## config.mk

```make
export PLATFORM = sky130hd
export DESIGN_NAME = fetch_ctrl_flat
export DESIGN_NICKNAME = d
export VERILOG_FILES = /design/src/rtl/fetch_ctrl_if.sv /design/src/rtl/fetch_ctrl.sv /design/src/flat_wrapper.sv
export SDC_FILE = /design/constraint.sdc
export NUM_CORES = 1
export LEC_CHECK = 0
export CORE_UTILIZATION = 29
export DETAILED_ROUTE_END_ITERATION = 8
export GPL_TIMING_DRIVEN = 1
export SLEW_MARGIN = 15
export SYNTH_ARGS = -nofsm -noshare
export SYNTH_HDL_FRONTEND = slang
export SYNTH_SLANG_ARGS = --single-unit
```

## constraint.sdc

```tcl
create_clock -name clk -period 3.3 [get_ports clk]
set_clock_uncertainty 0.1 [all_clocks]
set_input_delay 0.66 -clock clk [delete_from_list [all_inputs] [get_ports clk]]
set_output_delay 0.66 -clock clk [all_outputs]
set_load 0.01 [all_outputs]
```

## src/rtl/fetch_ctrl_if.sv

```systemverilog
// Fetch-controller bus bundle: i-cache read port, redirect input and decode-side queue head.
// The master modport is the fetch controller; the slave modport is the cache/decode environment.
interface fetch_ctrl_if;
  logic        ic_en;
  logic [31:0] ic_addr;
  logic [31:0] ic_rdata;
  logic        ic_rvalid;
  logic        redirect_valid;
  logic [31:0] redirect_pc;
  logic        out_valid;
  logic        out_ready;
  logic [31:0] out_pc;
  logic [31:0] out_instr;

  modport master (
    output ic_en, ic_addr, out_valid, out_pc, out_instr,
    input  ic_rdata, ic_rvalid, redirect_valid, redirect_pc, out_ready
  );

  modport slave (
    input  ic_en, ic_addr, out_valid, out_pc, out_instr,
    output ic_rdata, ic_rvalid, redirect_valid, redirect_pc, out_ready
  );
endinterface

```

## src/rtl/fetch_ctrl.sv

```systemverilog
// Instruction-fetch sequencer: sequential PC generation, 1-cycle i-cache tagging, fetch queue, redirects.
// Optional macro FETCH_CTRL_PERF_EN adds perf_fetched / perf_squashed counters.
module fetch_ctrl #(
  parameter logic [31:0] RESET_PC = 32'h0000_0000,
  parameter int          FQ_DEPTH = 4
) (
  input logic          clk,
  input logic          rst,
  fetch_ctrl_if.master bus
`ifdef FETCH_CTRL_PERF_EN
  ,
  output logic [31:0]  perf_fetched,
  output logic [31:0]  perf_squashed
`endif
);
  localparam int          AW  = $clog2(FQ_DEPTH);
  localparam int          CW  = AW + 1;
  localparam logic [31:0] NOP = 32'h0000_0013;

  typedef enum logic [1:0] {BOOT = 2'd0, RUN = 2'd1, FLUSH = 2'd2} state_t;

  state_t        state_r, state_next_s;
  logic [31:0]   pc_r, pend_pc_r;
  logic          pend_valid_r, squash_r;
  logic [CW-1:0] count_r, credit_s;
  logic [AW-1:0] rd_ptr_r, wr_ptr_r;
  logic [31:0]   q_pc_r    [FQ_DEPTH];
  logic [31:0]   q_instr_r [FQ_DEPTH];
  logic          issue_s, push_s, pop_s, squash_s, out_valid_s;

  // FSM state register
  always_ff @(posedge clk or posedge rst) begin
    if (rst) state_r <= BOOT;
    else     state_r <= state_next_s;
  end

  // FSM next state: any redirect (re)enters FLUSH for one bubble
  always_comb begin
    state_next_s = state_r;
    if (bus.redirect_valid) begin
      state_next_s = FLUSH;
    end else begin
      case (state_r)
        BOOT:    state_next_s = RUN;
        RUN:     state_next_s = RUN;
        FLUSH:   state_next_s = RUN;
        default: state_next_s = BOOT;
      endcase
    end
  end

  // FSM outputs: issue only with a free slot for the in-flight word; a same-cycle pop earns no credit
  always_comb begin
    credit_s = count_r + CW'(pend_valid_r);
    issue_s  = 1'b0;
    if (state_r == RUN && !bus.redirect_valid) issue_s = (credit_s < CW'(FQ_DEPTH));
    else                                       issue_s = 1'b0;
  end

  // a redirect kills the response returning in its own cycle and the one after it
  assign squash_s    = bus.redirect_valid || squash_r;
  assign push_s      = pend_valid_r && bus.ic_rvalid && !squash_s;
  assign out_valid_s = (count_r != {CW{1'b0}});
  assign pop_s       = out_valid_s && bus.out_ready;

  assign bus.ic_en     = issue_s;
  assign bus.ic_addr   = pc_r;
  assign bus.out_valid = out_valid_s;
  assign bus.out_pc    = out_valid_s ? q_pc_r[rd_ptr_r]    : 32'h0000_0000;
  assign bus.out_instr = out_valid_s ? q_instr_r[rd_ptr_r] : NOP;

  // PC sequencing and in-flight request tracking
  always_ff @(posedge clk or posedge rst) begin
    if (rst) begin
      pc_r         <= RESET_PC;
      pend_pc_r    <= RESET_PC;
      pend_valid_r <= 1'b0;
      squash_r     <= 1'b0;
    end else begin
      squash_r     <= bus.redirect_valid;
      pend_valid_r <= issue_s;
      if (issue_s) pend_pc_r <= pc_r;
      if (bus.redirect_valid) pc_r <= bus.redirect_pc & 32'hFFFF_FFFC;
      else if (issue_s)       pc_r <= pc_r + 32'h0000_0004;
    end
  end

  // queue occupancy and pointers; a redirect empties the queue after honouring a same-cycle pop
  always_ff @(posedge clk or posedge rst) begin
    if (rst) begin
      count_r  <= {CW{1'b0}};
      rd_ptr_r <= {AW{1'b0}};
      wr_ptr_r <= {AW{1'b0}};
    end else if (bus.redirect_valid) begin
      count_r  <= {CW{1'b0}};
      rd_ptr_r <= {AW{1'b0}};
      wr_ptr_r <= {AW{1'b0}};
    end else begin
      count_r <= count_r + CW'(push_s) - CW'(pop_s);
      if (push_s) wr_ptr_r <= wr_ptr_r + AW'(1);
      if (pop_s)  rd_ptr_r <= rd_ptr_r + AW'(1);
    end
  end

  // queue storage, written on push only
  always_ff @(posedge clk) begin
    if (push_s) begin
      q_pc_r[wr_ptr_r]    <= pend_pc_r;
      q_instr_r[wr_ptr_r] <= bus.ic_rdata;
    end
  end

`ifdef FETCH_CTRL_PERF_EN
  logic [31:0] flushed_s;
  assign flushed_s = bus.redirect_valid ? 32'(count_r - CW'(pop_s)) : 32'h0000_0000;

  // performance counters, free-running with wrap
  always_ff @(posedge clk or posedge rst) begin
    if (rst) begin
      perf_fetched  <= 32'h0000_0000;
      perf_squashed <= 32'h0000_0000;
    end else begin
      perf_fetched  <= perf_fetched + 32'(push_s);
      perf_squashed <= perf_squashed + flushed_s
                       + 32'(pend_valid_r && bus.ic_rvalid && squash_s);
    end
  end
`endif

  // every issued read must be answered in the following cycle
  a_rvalid_follows: assert property (@(posedge clk) disable iff (rst) pend_valid_r |-> bus.ic_rvalid);

endmodule
```

## src/flat_wrapper.sv

```systemverilog
// flat-port wrapper written by rule: the top's interface ports become plain ports
module fetch_ctrl_flat 
#(
  parameter logic [31:0] RESET_PC = 32'h0000_0000,
  parameter int          FQ_DEPTH = 4
)
  (clk, rst, bus_ic_en, bus_ic_addr, bus_out_valid, bus_out_pc, bus_out_instr, bus_ic_rdata, bus_ic_rvalid, bus_redirect_valid, bus_redirect_pc, bus_out_ready);
  fetch_ctrl_if bus_i ();
  input logic clk;
  input logic rst;
  output wire logic [$bits(bus_i.ic_en)-1:0] bus_ic_en;
  output wire logic [$bits(bus_i.ic_addr)-1:0] bus_ic_addr;
  output wire logic [$bits(bus_i.out_valid)-1:0] bus_out_valid;
  output wire logic [$bits(bus_i.out_pc)-1:0] bus_out_pc;
  output wire logic [$bits(bus_i.out_instr)-1:0] bus_out_instr;
  input wire logic [$bits(bus_i.ic_rdata)-1:0] bus_ic_rdata;
  input wire logic [$bits(bus_i.ic_rvalid)-1:0] bus_ic_rvalid;
  input wire logic [$bits(bus_i.redirect_valid)-1:0] bus_redirect_valid;
  input wire logic [$bits(bus_i.redirect_pc)-1:0] bus_redirect_pc;
  input wire logic [$bits(bus_i.out_ready)-1:0] bus_out_ready;
  assign bus_ic_en = bus_i.ic_en;
  assign bus_ic_addr = bus_i.ic_addr;
  assign bus_out_valid = bus_i.out_valid;
  assign bus_out_pc = bus_i.out_pc;
  assign bus_out_instr = bus_i.out_instr;
  assign bus_i.ic_rdata = bus_ic_rdata;
  assign bus_i.ic_rvalid = bus_ic_rvalid;
  assign bus_i.redirect_valid = bus_redirect_valid;
  assign bus_i.redirect_pc = bus_redirect_pc;
  assign bus_i.out_ready = bus_out_ready;
  fetch_ctrl #(.RESET_PC(RESET_PC), .FQ_DEPTH(FQ_DEPTH)) u_core (.clk(clk), .rst(rst), .bus(bus_i));
endmodule
```

==> results of run 1 <==
-- synth_stat cells, types with 2 or more instances --
cell,number
a21oi_1,3
a31oi_1,3
and2_1,65
and3_1,5
buf_1,4
buf_2,9
buf_4,5
clkbuf_1,21
dfrtp_1,70
edfxtp_1,248
ha_1,7
inv_1,11
mux2i_1,2
mux2i_4,2
mux4_2,62
nand2_1,125
nand3_1,14
nand3_2,3
nand4_1,11
nor2_1,11
nor3_1,4
nor4_4,2
o211ai_1,8
o21ai_0,25
o311ai_0,5
or2_2,3
or3_1,3
xnor2_1,4
xor2_1,14
-- power by group --
group          switching [mW]  internal (mW)  total [mW]
Sequential              0.297           4.67        4.97
Combinational            1.31           1.76        3.08
Clock                    1.56           2.43        3.99
Total                    3.17           8.86        12.0
-- flip-flops by register name, indices dropped and copies added (netlist names) --
| name | count |
|---|---|
| u_core.count_r | 3 |
| u_core.squash_r | 1 |
| u_core.bus.ic_addr | 30 |
| u_core.q_instr_r | 128 |
| u_core.q_pc_r | 120 |
| u_core.pend_pc_r | 30 |
| u_core.wr_ptr_r | 2 |
| u_core.pend_valid_r | 1 |
| u_core.rd_ptr_r | 2 |
| u_core.state_r | 1 |
-- logic make-up after synthesis --
family                   after synthesis  synth area share
adder cells (fa/ha/maj)                8           0.00837
multiplexers                          67             0.115
flip-flops                           318             0.715
AND/OR/NAND/NOR                      260             0.106
other                                  1          0.000292
buffers and inverters                 53            0.0193
XOR/XNOR                              18            0.0123
AO/OA/AOI/OAI                         50            0.0244
-- worst register-to-register path: stages (launching register included) --
cell	delay, ns
dfrtp_1	0.43
nor3_1	0.26
buf_4	0.21
inv_4	0.09
and2_1	0.21
ha_1	0.28
inv_1	0.06
ha_1	0.13
inv_1	0.05
fa_1	0.37
xnor2_1	0.18
nor2_1	0.06
-- stage by stage --
stage,instances,TNS [ns],util,worst slack (ns)
6_report,1585,0,0.387,0.0860
5_1_grt,1585,0,0.387,0.000336
4_1_cts,1571,-0.0300,0.382,-0.00659
3_5_place_dp,1506,0,0.355,0.375
3_3_place_gp,1506,0,0.355,0.374
2_1_floorplan,778,0,-,0.426
-- final cells by class --
| cell class | count | share of cell area |
|---|---|---|
| Sequential cell | 318 | 0.548 |
| Multi-Input combinational cell | 407 | 0.205 |
| Timing Repair Buffer | 200 | 0.130 |
| Clock buffer | 47 | 0.0611 |
| Tap cell | 585 | 0.0436 |
| Clock inverter | 17 | 0.00976 |
| Inverter | 11 | 0.00261 |
-- repair_timing --
item	in CTS	in global routing
setup endpoints to repair	58	43
gates cloned	0	2
buffers inserted	1	12
gates resized for setup	9	17
-- path summary, 6_finish.rpt --
kind | start | endpoint | cells past startpoint
setup / recovery | u_core.rd_ptr_r[0] | bus_out_instr[9] | 5
hold / removal | u_core.pend_pc_r[23] | u_core.q_pc_r[1][23] | 0
setup reg to reg | u_core.count_r[1] | u_core.count_r[2] | 11
hold reg to reg | u_core.pend_pc_r[23] | u_core.q_pc_r[1][23] | 0
max in group asynchronous | rst | u_core.bus.ic_addr[26] | 3
min in group asynchronous | rst | u_core.bus.ic_addr[5] | 2
-- metal layers --
layer	vias up	wire length, um
li1	3323	-
met1	3638	13400
met3	49	1830
met4	2	623
met2	196	14200
met5	-	11
==> results.txt, run 1 <==
The clock-pin slew of the registers on the worst-case setup and hold paths is ~0.060 ns. The path class of the tightest hold or removal check is flop to flop. For met2 alone, demand over resource in global routing was 0.213. Fill cells in the final layout number 4,095. The library cell with the largest summed area after synthesis is edfxtp_1. The library cell used most frequently in the layout, excluding fill and tap cells, is edfxtp_1.

The count of maximum capacitance violations is 0. The fraction of final layout cells with drive strength greater than 1 came out at 0.185. The shortest period the worst path allows came out at 3.21 ns. The final setup violation count came out at 0. The final period utilization came out at 0.974. The commonest register cell after synthesis is edfxtp_1.

The gate count of the mapped netlist came out at 775. The worst register-to-register path has a setup slack of 0.77 ns. Buffers placed on the I/O ports in this run total 160.

The synthesized netlist contains between 50 and 60 unique library cells. The worst setup path is captured at an output port. TritonCTS built the clock tree. At the pin with the least slew margin, the transition time is ~0.66 ns. The top cell types in the final layout, fill and taps aside, are edfxtp_1, clkdlybuf4s50_1, nand2_1, dfrtp_1, mux4_2.

The met3 track demand over resource came out at 0.0298. The first-pass GRT wire length came out at 45.2 mm. The mean number of vias per cell is between 4 and 5. The number of sinks handled by clock tree synthesis came out at approximately 320. The number of inserted diodes is 0. The clock latency on the worst-skew pair came out at about 0.53 ns.

Yosys mapped a number of flops with a built-in enable equal to approximately 250. The biggest cell delay along the critical path is 0.49 ns. The critical path launch point type is a flop.

The final hold violation count is 0. The layer carrying the most global-route usage is met2. The top cell family by delay on the critical path is buffers and inverters. The number of placement rows is 76. The flow ran to the end, and the final reports show no timing, DRC or antenna violations. The via count of the first global-routing pass is about 7,400. The power density of the placed cells is 717 nW/um^2. The total congestion overflow after global routing is 0. By area the synthesized netlist is led by edfxtp_1, dfrtp_1, mux4_2, nand2_1, and2_1. The buffer depth of the longest clock path came out at 3.

Walking the worst path, the cells encountered are buf_12 > clkbuf_16 > mux4_2 > and2_1 > clkdlybuf4s50_1. Summed over all nets, the half-perimeter wirelength after detailed placement is between 15 and 20 mm. On the critical path, the stage with the largest delay is an instance of mux4_2. The number of violations reported at the end of detailed-routing iteration 0 is around 400. The fraction of the yosys area taken by sequential cells came out at 0.715. Setup repair after global routing left no endpoint under its margin. The overall power after layout is approximately 12 mW. In this run the cell area measured after placement is around 15,000 sq um. The share of synthesized area in the top cell type comes to 0.579. The signed area change from the synthesized netlist to the final layout came out at 30.6%. In this run the count of I/O pins placed on the die edge is 167. The average footprint of a synthesized cell is around 17 sq um. The count of final max-slew check failures is 0. The post-synthesis instance area came out at 12,900 sq um. The relative slew slack came out at 0.553. At the end of routability-driven placement, the weighted congestion stood at around 0.79. The required time of the critical path is around 2.5 ns. The static power due to leakage is 6.03 nW.

The starting density of the core came out at 0.297. The H-tree generated during clock tree synthesis spans 2 levels. The count of synthesis-stage warnings from yosys came out at 0. The number of buffers created by CTS is 37. The area of the core region came out at ~43,000 sq um.

After detailed routing, the number of remaining DRC violations is 0. The number of hold buffers added after CTS came out at 0. The routed layout has ~7,200 vias. The final instance area is between 15,000 and 20,000 sq um.

The area of combinational cells with multiple inputs came out at 3440 sq um. The signal arrival time at the worst endpoint is approximately 2.5 ns. The worst-case hold slack is around 0.41 ns.

The met1 demand-to-capacity share in global routing is 0.184. The number of synthesized register bits came out at around 320. The floorplan step set the die height to 213 um. In the global route stage, overall resource usage came out at 0.134. The total iterations of the first detailed-routing run came out at 4. The worst-path maximum fanout is 12. The total length of routed wires is approximately 30 mm. The maximum achievable frequency is just over 300 MHz.

The startpoint-to-endpoint class of the critical path is flop to output port. The fraction of registers with async set/reset came out at 0.220. The count of buffer and inverter cells on the critical path came out at 3. The storage element area came out at around 9000 sq um. The width of the die came out at between 200 and 250 um. The average wire per standard cell is ~19 um. In this run the remaining antenna-violating nets after routing total 0. The floorplan die area is 45,200 sq um.

Entering global routing, the biggest net connects between 40 and 50 pins. The clock root buffer master is clkbuf_16. The total number of nets in the final design is roughly 1,100. The number of antenna violations at the first check in global routing is 1. Across the VDD grid, the largest voltage drop is 0.000338 V.
(Power assumes the default switching activity.)
==> run 2, diff against run 1 <==
--- a/config.mk
+++ b/config.mk
@@ -5,6 +5,7 @@
 export SDC_FILE = /design/constraint.sdc
 export NUM_CORES = 1
 export LEC_CHECK = 0
+export ABC_AREA = 0
 export CORE_UTILIZATION = 29
 export DETAILED_ROUTE_END_ITERATION = 8
 export GPL_TIMING_DRIVEN = 1
==> results of run 2 <==
The final DEF is identical to that of run 1; final timing and power are the same.
